--- src/rtl/change_trace_fifo_if.sv ---
// Trace output channel of change_trace_fifo: head entry plus valid/ready handshake.
// The tracer drives the master side; the consumer (logger, formatter, printer) is the slave.
interface change_trace_fifo_if #(
   parameter int unsigned DATA_W = 4,
   parameter int unsigned TS_W   = 16
);
   logic              out_valid;
   logic              out_ready;
   logic [DATA_W-1:0] out_data;
   logic [TS_W-1:0]   out_ts;

   modport master (
      output out_valid,
      output out_data,
      output out_ts,
      input  out_ready
   );

   modport slave (
      input  out_valid,
      input  out_data,
      input  out_ts,
      output out_ready
   );
endinterface

--- src/rtl/change_trace_fifo.sv ---
// Value-change tracer: captures {mon_data, timestamp} on every change into a FWFT FIFO.
// Optional CHANGE_TRACE_DELTA_EN reports saturating cycles since the previous event instead.
module change_trace_fifo #(
   parameter int unsigned DATA_W = 4,
   parameter int unsigned TS_W   = 16,
   parameter int unsigned DEPTH  = 8
) (
   input  logic                     clk,
   input  logic                     rst_n,
   input  logic                     clr,
   input  logic                     en,
   input  logic [DATA_W-1:0]        mon_data,
   change_trace_fifo_if.master      trace,
   output logic [$clog2(DEPTH):0]   count,
   output logic                     overflow
);

   localparam int unsigned PTR_W = $clog2(DEPTH);
   localparam int unsigned CNT_W = PTR_W + 1;
   localparam logic [CNT_W-1:0] FULL_CNT = CNT_W'(DEPTH);

   logic [TS_W-1:0]   ts_q, ts_d;
   logic [DATA_W-1:0] prev_q, prev_d;
   logic              armed_q, armed_d;
   logic [PTR_W-1:0]  wr_ptr_q, wr_ptr_d;
   logic [PTR_W-1:0]  rd_ptr_q, rd_ptr_d;
   logic [CNT_W-1:0]  count_q, count_d;
   logic              overflow_q, overflow_d;

   logic [DATA_W-1:0] data_mem [DEPTH];
   logic [TS_W-1:0]   ts_mem   [DEPTH];

   logic              evt;
   logic              empty;
   logic              full;
   logic              pop;
   logic              push;
   logic [TS_W-1:0]   cap_ts;

   always_comb begin
      empty = (count_q == '0);
      full  = (count_q == FULL_CNT);
      evt   = en & (armed_q | (mon_data != prev_q));
      // clr wins over both sides of the FIFO; a pop frees the slot a full-cycle push needs
      pop   = ~clr & ~empty & trace.out_ready;
      push  = ~clr & evt & (~full | pop);
   end

`ifdef CHANGE_TRACE_DELTA_EN
   localparam logic [TS_W-1:0] TS_MAX = '1;

   logic [TS_W-1:0] delta_q, delta_d;

   // Every event, captured or dropped, restarts the delta reference
   always_comb begin
      delta_d = delta_q;
      if (clr) begin
         delta_d = '0;
      end else if (evt) begin
         delta_d = TS_W'(1);
      end else if (en && (delta_q != TS_MAX)) begin
         delta_d = delta_q + TS_W'(1);
      end
   end

   always_ff @(posedge clk or negedge rst_n) begin
      if (!rst_n) begin
         delta_q <= '0;
      end else begin
         delta_q <= delta_d;
      end
   end

   assign cap_ts = armed_q ? ts_q : delta_q;
`else
   assign cap_ts = ts_q;
`endif

   always_comb begin
      ts_d       = ts_q;
      prev_d     = prev_q;
      armed_d    = armed_q;
      wr_ptr_d   = wr_ptr_q;
      rd_ptr_d   = rd_ptr_q;
      count_d    = count_q;
      overflow_d = overflow_q;

      if (clr) begin
         ts_d       = '0;
         prev_d     = '0;
         armed_d    = 1'b1;
         wr_ptr_d   = '0;
         rd_ptr_d   = '0;
         count_d    = '0;
         overflow_d = 1'b0;
      end else begin
         if (en) begin
            ts_d   = ts_q + TS_W'(1);
            prev_d = mon_data;
         end
         if (evt) begin
            armed_d = 1'b0;
         end
         if (evt && !push) begin
            overflow_d = 1'b1;
         end
         if (push) begin
            wr_ptr_d = wr_ptr_q + PTR_W'(1);
         end
         if (pop) begin
            rd_ptr_d = rd_ptr_q + PTR_W'(1);
         end
         unique case ({push, pop})
            2'b10:   count_d = count_q + CNT_W'(1);
            2'b01:   count_d = count_q - CNT_W'(1);
            default: count_d = count_q;
         endcase
      end
   end

   always_ff @(posedge clk or negedge rst_n) begin
      if (!rst_n) begin
         ts_q       <= '0;
         prev_q     <= '0;
         armed_q    <= 1'b1;
         wr_ptr_q   <= '0;
         rd_ptr_q   <= '0;
         count_q    <= '0;
         overflow_q <= 1'b0;
      end else begin
         ts_q       <= ts_d;
         prev_q     <= prev_d;
         armed_q    <= armed_d;
         wr_ptr_q   <= wr_ptr_d;
         rd_ptr_q   <= rd_ptr_d;
         count_q    <= count_d;
         overflow_q <= overflow_d;
      end
   end

   // Storage needs no reset: nothing is read while the FIFO is empty
   always_ff @(posedge clk) begin
      if (push) begin
         data_mem[wr_ptr_q] <= mon_data;
         ts_mem[wr_ptr_q]   <= cap_ts;
      end
   end

   assign trace.out_valid = ~empty;
   assign trace.out_data  = empty ? '0 : data_mem[rd_ptr_q];
   assign trace.out_ts    = empty ? '0 : ts_mem[rd_ptr_q];
   assign count           = count_q;
   assign overflow        = overflow_q;

   a_count_range : assert property (@(posedge clk) disable iff (!rst_n)
      count_q <= FULL_CNT);

   a_head_stable : assert property (@(posedge clk) disable iff (!rst_n)
      (trace.out_valid && !trace.out_ready && !clr) |=>
         ($stable(trace.out_data) && $stable(trace.out_ts)));

   a_overflow_sticky : assert property (@(posedge clk) disable iff (!rst_n)
      (overflow_q && !clr) |=> overflow_q);

endmodule
--- src/flat_wrapper.sv ---
// flat-port wrapper written by rule: the top's interface ports become plain ports
module change_trace_fifo_flat 
#(
   parameter int unsigned DATA_W = 4,
   parameter int unsigned TS_W   = 16,
   parameter int unsigned DEPTH  = 8
)
  (clk, rst_n, clr, en, mon_data, count, overflow, trace_out_valid, trace_out_data, trace_out_ts, trace_out_ready);
  change_trace_fifo_if #(.DATA_W(DATA_W), .TS_W(TS_W)) trace_i ();
  input  logic clk;
  input  logic rst_n;
  input  logic clr;
  input  logic en;
  input  logic [DATA_W-1:0] mon_data;
  output logic [$clog2(DEPTH):0] count;
  output logic overflow;
  output wire logic [$bits(trace_i.out_valid)-1:0] trace_out_valid;
  output wire logic [$bits(trace_i.out_data)-1:0] trace_out_data;
  output wire logic [$bits(trace_i.out_ts)-1:0] trace_out_ts;
  input wire logic [$bits(trace_i.out_ready)-1:0] trace_out_ready;
  assign trace_out_valid = trace_i.out_valid;
  assign trace_out_data = trace_i.out_data;
  assign trace_out_ts = trace_i.out_ts;
  assign trace_i.out_ready = trace_out_ready;
  change_trace_fifo #(.DATA_W(DATA_W), .TS_W(TS_W), .DEPTH(DEPTH)) u_core (.clk(clk), .rst_n(rst_n), .clr(clr), .en(en), .mon_data(mon_data), .trace(trace_i), .count(count), .overflow(overflow));
endmodule
--- config.mk ---
export PLATFORM = sky130hd
export DESIGN_NAME = change_trace_fifo_flat
export DESIGN_NICKNAME = d
export VERILOG_FILES = /design/src/rtl/change_trace_fifo_if.sv /design/src/rtl/change_trace_fifo.sv /design/src/flat_wrapper.sv
export SDC_FILE = /design/constraint.sdc
export NUM_CORES = 1
export LEC_CHECK = 0
export CAP_MARGIN = 40
export CORE_MARGIN = 4
export CORE_UTILIZATION = 60
export DETAILED_ROUTE_END_ITERATION = 16
export DONT_BUFFER_PORTS = 1
export GPL_TIMING_DRIVEN = 0
export PLACE_DENSITY = 0.82
export SKIP_LAST_GASP = 1
export SLEW_MARGIN = 20
export SYNTH_ARGS = -nofsm -noshare
export SYNTH_HDL_FRONTEND = slang
export SYNTH_SLANG_ARGS = --single-unit
export TNS_END_PERCENT = 1
--- constraint.sdc ---
create_clock -name clk -period 4.12 [get_ports clk]
set_input_delay 0.824 -clock clk [delete_from_list [all_inputs] [get_ports clk]]
set_output_delay 0.824 -clock clk [all_outputs]
set_load 0.03 [all_outputs]
==> results of run 1 <==
==> metrics by stage <==
| stage | total power, mW | setup slack [ns] |
|---|---|---|
| 2_1_floorplan | 3.11 | 0.0578 |
| 3_3_place_gp | 3.30 | -1.85 |
| 3_5_place_dp | 3.34 | 0.794 |
| 4_1_cts | 4.91 | 0.634 |
| 5_1_grt | 5.07 | 0.479 |
| 6_report | 4.88 | 0.672 |
==> layout make-up <==
type	instances	area, um2	share of cell area, %
Inverter	7	26.3	0.298
Sequential cell	192	5610	63.7
Multi-Input combinational cell	221	2170	24.6
Clock inverter	10	114	1.29
Timing Repair Buffer	17	139	1.58
Tap cell	172	215	2.44
Clock buffer	22	454	5.16
Buffer	21	87.6	0.994
==> worst max path at each step <==
stage | from | to | slack (ns) | cells after the start
after floorplan | en | u_core.data_mem[1][0]$_DFFE_PP_ | 0.06 | 6
after global placement | en | u_core.ts_mem[1][5]$_DFFE_PP_ | -1.85 | 6
after detailed placement | en | u_core.ts_mem[4][5]$_DFFE_PP_ | 0.79 | 7
after CTS | u_core.count[0]$_DFFE_PN0P_ | trace_out_ts[13] | 0.63 | 3
after global routing | u_core.count[0]$_DFFE_PN0P_ | trace_out_ts[9] | 0.48 | 3
final | u_core.count[0]$_DFFE_PN0P_ | trace_out_data[3] | 0.67 | 3
==> worst reg2reg max path, stage by stage (launching register included) <==
cell,delay [ns]
dfrtp_1,0.59
o41ai_2,0.65
nor3_1,0.13
a21oi_2,0.29
nor2_1,0.14
ha_1,0.33
a21o_1,0.13
a21oi_1,0.09
or3_1,0.31
o311ai_0,0.30
==> flip-flops by register name (all words and copies together) (netlist names) <==
| name | flops |
|---|---|
| u_core.data_mem | 32 |
| u_core.armed_q | 1 |
| u_core.rd_ptr_q | 3 |
| u_core.prev_q | 4 |
| u_core.overflow | 1 |
| u_core.ts_mem | 128 |
| u_core.wr_ptr_q | 3 |
| u_core.cap_ts | 16 |
| u_core.count | 4 |
==> logic make-up after synthesis <==
family / after synthesis / share of synthesized area, %
mux: 68 / 15.1
fa+ha+maj: 6 / 1.06
compound gates: 31 / 2.82
simple gates: 98 / 5.86
xor+xnor: 18 / 2.02
flops: 192 / 71.7
buf+inv: 28 / 1.46
==> power by group <==
group | internal, mW | switching, mW
registers | 2.16 | 0.108
clock network | 0.908 | 0.672
logic | 0.299 | 0.726
total | 3.37 | 1.51
==> placed cells by master, fill, tap and decap left out, types with 3 or more instances in the layout <==
master,instances
mux2i_1,28
mux4_2,40
nand2_1,12
edfxtp_1,160
or3_1,6
nor2_1,46
xor2_1,9
a21oi_1,8
buf_1,7
clkbuf_16,17
xnor2_1,9
buf_2,13
and3_1,3
buf_6,7
buf_4,4
inv_1,7
a21o_1,3
nand3_1,8
or2_2,3
nor3_2,3
clkbuf_1,11
ha_1,5
clkinvlp_4,3
o21ai_0,9
nor3_1,5
dfrtp_1,31
==> metal layers <==
metal	share of wire, %	global-route usage, %
met1	39	31.6
met2	50	37.3
met3	8.1	5.90
met4	2.6	8.68
met5	0	0
==> metrics.yaml, run 1 <==
sta:
  clock_skew_ns: 0.00594
  tightestPinTransition_ns: 0.813
  slew_headroom_pct: 45.5
  fin_setup_tns_ns: 0
  fin_crit_sh_pct: 83.7
  rsz0062_at_grt: "false"
  drv_slew: 0
  timing.final.hold_violations: 0
  timing.fmax_ghz: 0.290
  setup_viol: 0
  whs_ns: 0.0870
  layout_min_cycle_time_ns: 3.45
grt:
  grt_pass1_vias: 4354
  overflow: 0
  track_usage_pct: 23.3
  antenna_found_initial: 0
  grt_max_degree: 33
  grt_pass1_wl_um: 24900
clock_network:
  clockBufferDepth: 2
  post_cts_buffers: 0
  cts_resized: 0
  numCtsBuffers: 17
  root_buffer: "clkbuf_16"
  cts.sinks: 192
  cts-htree-levels: 4
  path_clk_slew_ns: 0.07
  cts.hold.buffers_added: 0
  cts_tree: "yes"
  clock_latency_ns: 0.42
setup_path:
  cp_cell_sequence: "nor4_1 -> clkbuf_1 -> nor2_1"
  crit_slowest_cell: "nor4_1"
  worstPathRequired_ns: 3.30
  crit_fanout: 10
  reg2reg_to: "u_core.count[3]$_DFFE_PN0P_"
  r2r_slack_ns: 1.05
  worstPathArrival_ns: 2.62
  r2r_cells: 9
  cp_num_buf_inv: 1
  crit_family: "simple AND/OR/NAND/NOR gates"
  end_kind: "output port"
  r2r_start: "u_core.count[0]$_DFFE_PN0P_"
  max_stage_delay_ns: 0.75
  critPathKind: "reg -> out"
  cp-start-kind: "flip-flop"
detailed_routing:
  drt-pass1-iter-count: 4
  finalWirelength_um: 16000
  initialDrtViolationCount: 449
  drtAntennaViolNets: 0
  wire_per_inst_um: 24.2
  vias: 4158
  avgViaCountPerCell: 6.28
  drc: 0
layout:
  fin_util_pct: 69.5
  fin_area_um2: 8810
  nets: 492
  fillers: 770
  antenna_cells: 0
  layout-drive-gt1-share_pct: 22.2
  fin_cells: 662
  areaGrowthSynthToFinish_pct: 12.6
synth:
  synth.most_common_cell: "edfxtp_1"
  ys_top_cells_by_count: "160 x edfxtp_1, 48 x nor2_1, 40 x mux4_2, 31 x dfrtp_1, 28 x mux2i_1"
  synthesis.area_um2: 7820
  synthArstFlopShare_pct: 16.7
  synth-seq-cells: 192
  synth_cells: 441
  synth.net_count: 456
  synth_top_area_cell: "edfxtp_1"
  synth.distinct_cells: 39
  avgSynthCellArea_um2: 17.7
  yosys_warnings: 0
  synth_edf_count: 160
  yosysSeqAreaShare_pct: 71.7
  synth_area_leaders: "edfxtp_1 61%, mux4_2 12%, dfrtp_1 9.9%"
  synth-main-ff-cell: "edfxtp_1"
  synth.top_cell.area_share_pct: 61.4
placed_design:
  place_inst: 630
  place_congestion: 0.820
  dpl_cell_area_um2: 8230
  portBuffers: 0
  dpl.hpwl_um: 10000
min_path:
  min_path_type: "in -> async"
die:
  die_y_um: 122
  rows: 41
  io_pins: 35
  die-width_um: 122
  start_util_pct: 61.7
  core-area_um2: 12700
  dieArea_um2: 14900
power_and_ir_drop:
  power_density_nw_per_um2: 554
  ir_drop_uv: 410
  leakagePower_nw: 2.89
run_status:
  status: "completed"
flow_run:
  drv_cap: 0
Note: power is estimated with default switching activity, not from simulation.
==> inputs of run 2 (changes only) <==
--- a/config.mk
+++ b/config.mk
@@ -5,6 +5,7 @@
 export SDC_FILE = /design/constraint.sdc
 export NUM_CORES = 1
 export LEC_CHECK = 0
+export ABC_AREA = 1
 export CAP_MARGIN = 40
 export CORE_MARGIN = 4
 export CORE_UTILIZATION = 60
==> constraint.sdc (replaced) <==
create_clock -name clk -period 3.24 [get_ports clk]
set_input_delay 0.648 -clock clk [delete_from_list [all_inputs] [get_ports clk]]
set_output_delay 0.648 -clock clk [all_outputs]
set_load 0.03 [all_outputs]
==> run 2 against run 1 <==
Global-route usage is 1.1 points higher. Final cell count is 36% higher. The flow now finishes with violations (setup timing). Area after synthesis up 1.6%. Clock skew grew 0.0031 ns. First-iteration DRC count rose by 65%. Final area up 2.0%. Largest cell class unchanged. Register-to-register slack worse by 0.79 ns. Total power increased by 40%. Combinational power up 96%.
==> metrics.yaml, run 2 <==
setup_path:
  worstPathArrival_ns: 2.66  # +0.04 ns
  critPathKind: "reg -> out"
  end_kind: "output port"
  cpMostUsedCell: "o21ai_0"
  crit_fanout: 10  # unchanged
  cp_cell_sequence: "buf_2 -> inv_2 -> clkbuf_1 -> o21ai_0 -> o22ai_1 -> o21ai_0 -> a31oi_2"
  max_stage_delay_ns: 0.46  # -0.29 ns
  crit_slowest_cell: "a31oi_2"
  worstPathRequired_ns: 2.59  # -0.71 ns
  cp-start-kind: "flip-flop"
die:
  die-width_um: 123  # +0.73%
  start_util_pct: 62.2  # +0.46 points
  rows: 41  # unchanged
  die_y_um: 123  # +0.73%
  core-area_um2: 12800  # +0.81%
  io_pins: 35  # unchanged
  dieArea_um2: 15100  # +1.5%
detailed_routing:
  drt-pass1-iter-count: 5  # +1
  wire_per_inst_um: 20.1  # -17%
  drc: 0  # unchanged
  avgViaCountPerCell: 6.06  # -3.5%
  finalWirelength_um: 18200  # +13%
  drtAntennaViolNets: 0  # unchanged
  vias: 5475  # +32%
  initialDrtViolationCount: 739  # +65%
clock_network:
  numCtsBuffers: 17  # unchanged
  root_buffer: "clkbuf_16"
  clockBufferDepth: 2  # unchanged
  clock_latency_ns: 0.44  # +0.02 ns
  path_clk_slew_ns: 0.07  # about the same
  cts_tree: "yes"
  post_cts_buffers: 0  # unchanged
  cts.sinks: 192  # unchanged
  cts-htree-levels: 4  # unchanged
sta:
  layout_min_cycle_time_ns: 3.30
  slew_headroom_pct: 48.7  # +3.2 points
  rsz0062_at_grt: "true"
  drv_slew: 0  # unchanged
  fin_crit_sh_pct: 102
  tightestPinTransition_ns: 0.770  # -0.0438 ns
  timing.fmax_ghz: 0.303
  timing.final.hold_violations: 0  # unchanged
  whs_ns: 0.0331  # -0.0539 ns
  setup_viol: 7  # +7
  clock_skew_ns: 0.00905  # +0.00311 ns
  setup_ws_ns: -0.0642  # -0.737 ns
synth:
  synth_area_leaders: "edfxtp_1 60%, dfrtp_1 9.8%, nor2_1 6.7%"
  synth-seq-cells: 192  # unchanged
  synthesis.area_um2: 7940  # +1.6%
  synth.top_cell.area_share_pct: 60.5  # -0.95 points
  synth_cells: 690  # +56%
  synth-main-ff-cell: "edfxtp_1"
  synth.most_common_cell: "edfxtp_1"
  synthArstFlopShare_pct: 16.7  # unchanged
  yosys_warnings: 0  # unchanged
  avgSynthCellArea_um2: 11.5  # -35%
  synth.net_count: 705  # +55%
  ys_top_cells_by_count: "160 x edfxtp_1, 142 x nor2_1, 105 x o21ai_0, 65 x nand2_1, 38 x inv_1"
  synth_edf_count: 160  # unchanged
  synth_top_area_cell: "edfxtp_1"
  synth.distinct_cells: 33  # -15%
  yosysSeqAreaShare_pct: 70.6  # -1.1 points
placed_design:
  place_inst: 870  # +38%
  portBuffers: 0  # unchanged
  place_congestion: 0.943  # +15%
  dpl.hpwl_um: 11700  # +16%
grt:
  grt_pass1_vias: 5330  # +22%
  grt_pass1_wl_um: 27300  # +9.6%
  track_usage_pct: 24.4  # +1.1 points
  overflow: 0  # unchanged
  grt_max_degree: 32  # -3.0%
  antenna_found_initial: 0  # unchanged
power_and_ir_drop:
  leakagePower_nw: 3.18  # +10%
  p_int_mw: 4.33  # +28%
  seq_power_share_pct: 41.6  # -5.0 points
  switchingPower_mw: 2.52  # +67%
  p_sw_share_pct: 36.8  # +5.9 points
  ir_drop_uv: 418  # +1.9%
  clkPwrFrac_pct: 28.9  # -3.5 points
  p_total_mw: 6.85  # +40%
  p_comb_share_pct: 29.5  # +8.5 points
  power_density_nw_per_um2: 763  # +38%
layout:
  areaGrowthSynthToFinish_pct: 13.1
  fin_cells: 903  # +36%
  fillers: 773  # +0.39%
  final_common_cell: "edfxtp_1"
  nets: 733  # +49%
  antenna_cells: 0  # unchanged
  layout-drive-gt1-share_pct: 11.6  # -11 points
  largest_reg_flops: 128  # unchanged
  top_register: "u_core.ts_mem"
  fin_util_pct: 70.3  # +0.79 points
  layout_common_cells: "160 x edfxtp_1, 134 x nor2_1, 105 x o21ai_0"
flow_run:
  drv_cap: 0  # unchanged
min_path:
  min_path_type: "in -> async"
run_status:
  violations: "setup timing"
  status: "finished, violations left"
[run 2: changes by cell type after synthesis, sizes merged, moves of 19 or more]
cell and change:
nor2 +100, nand2 +54, mux2i -28, mux4 -40, a31oi +19, clkbuf +21
o21ai +109, o22ai +23, inv +32
[run 2: final timing paths]
| path | from | endpoint | slack (ns) | cells past startpoint |
|---|---|---|---|---|
| worst max-delay path | u_core.rd_ptr_q[0]$_DFFE_PN0P_ | trace_out_ts[7] | -0.06 | 7 |
| worst min register to register | u_core.armed_q$_DFFE_PN1P_ | u_core.armed_q$_DFFE_PN1P_ | 0.49 | 2 |
| min in group clk | mon_data[3] | u_core.data_mem[3][3]$_DFFE_PP_ | 0.30 | 0 |
| worst min-delay path | rst_n | u_core.cap_ts[9]$_DFFE_PN0P_ | 0.03 | 1 |
| worst max register to register | u_core.count[0]$_DFFE_PN0P_ | u_core.ts_mem[4][8]$_DFFE_PP_ | 0.26 | 9 |
| max in group asynchronous | rst_n | u_core.cap_ts[2]$_DFFE_PN0P_ | 3.04 | 1 |
[run 2: worst max-delay path: cells and delay by family, from the launching register on]
kind | cells | cell delay [ns]
buf+inv | 3 | 0.75
flops | 1 | 0.39
compound gates | 4 | 1.08
[run 2: logic make-up after synthesis]
group           Yosys count  synth area share [%]
buf+inv                  74                  3.72
fa+ha+maj                 6                  1.04
flops                   192                  70.6
xor+xnor                  3                 0.331
simple gates            240                  12.5
compound gates          175                  11.8
[run 2: power by group through the flow]
| stage | clock, mW | combinational [mW] | sequential (mW) |
|---|---|---|---|
| after floorplan | 0 | 1.37 | 2.88 |
| after global placement | 0 | 1.71 | 2.89 |
| after detailed placement | 0 | 1.78 | 2.90 |
| after CTS | 1.99 | 1.87 | 2.84 |
| after global routing | 2.11 | 2.16 | 2.86 |
| final | 1.98 | 2.02 | 2.85 |
[run 2: repair_timing]
action | in CTS | in global routing
gates resized for setup | 9 | 13
gates cloned | 0 | 0
setup endpoints to repair | 18 | 20
endpoints found under the hold margin | 31 | 0
hold buffers | 1 | 0
[run 2: cell type report]
cell class	instances	area, um2	share of cell area, %
multi-input combinational	424	2180	24.2
clock buffer	20	457	5.08
clock inverter	12	111	1.24
timing repair buffer	9	118	1.31
buffer	35	151	1.69
tap	172	215	2.40
sequential	192	5610	62.4
inverter	39	146	1.63
[run 2: routing by layer]
metal | vias up | share of wire (%) | GRT usage (%)
met2 | 327 | 50 | 40.1
li1 | 2507 | - | -
met4 | 0 | 3.3 | 10.2
met5 | - | 0 | 0
met3 | 60 | 9.0 | 5.67
met1 | 2581 | 38 | 31.6
[run 2: metrics by stage]
step                      worst slack [ns]  instance area, um2  TNS, ns
after global placement              -0.192                8160   -16.62
after global routing                -0.192                8980    -1.99
final                              -0.0642                8980   -0.289
after floorplan                      0.522                7940        0
after detailed placement             0.231                8280        0
after CTS                           -0.152                8920    -1.45
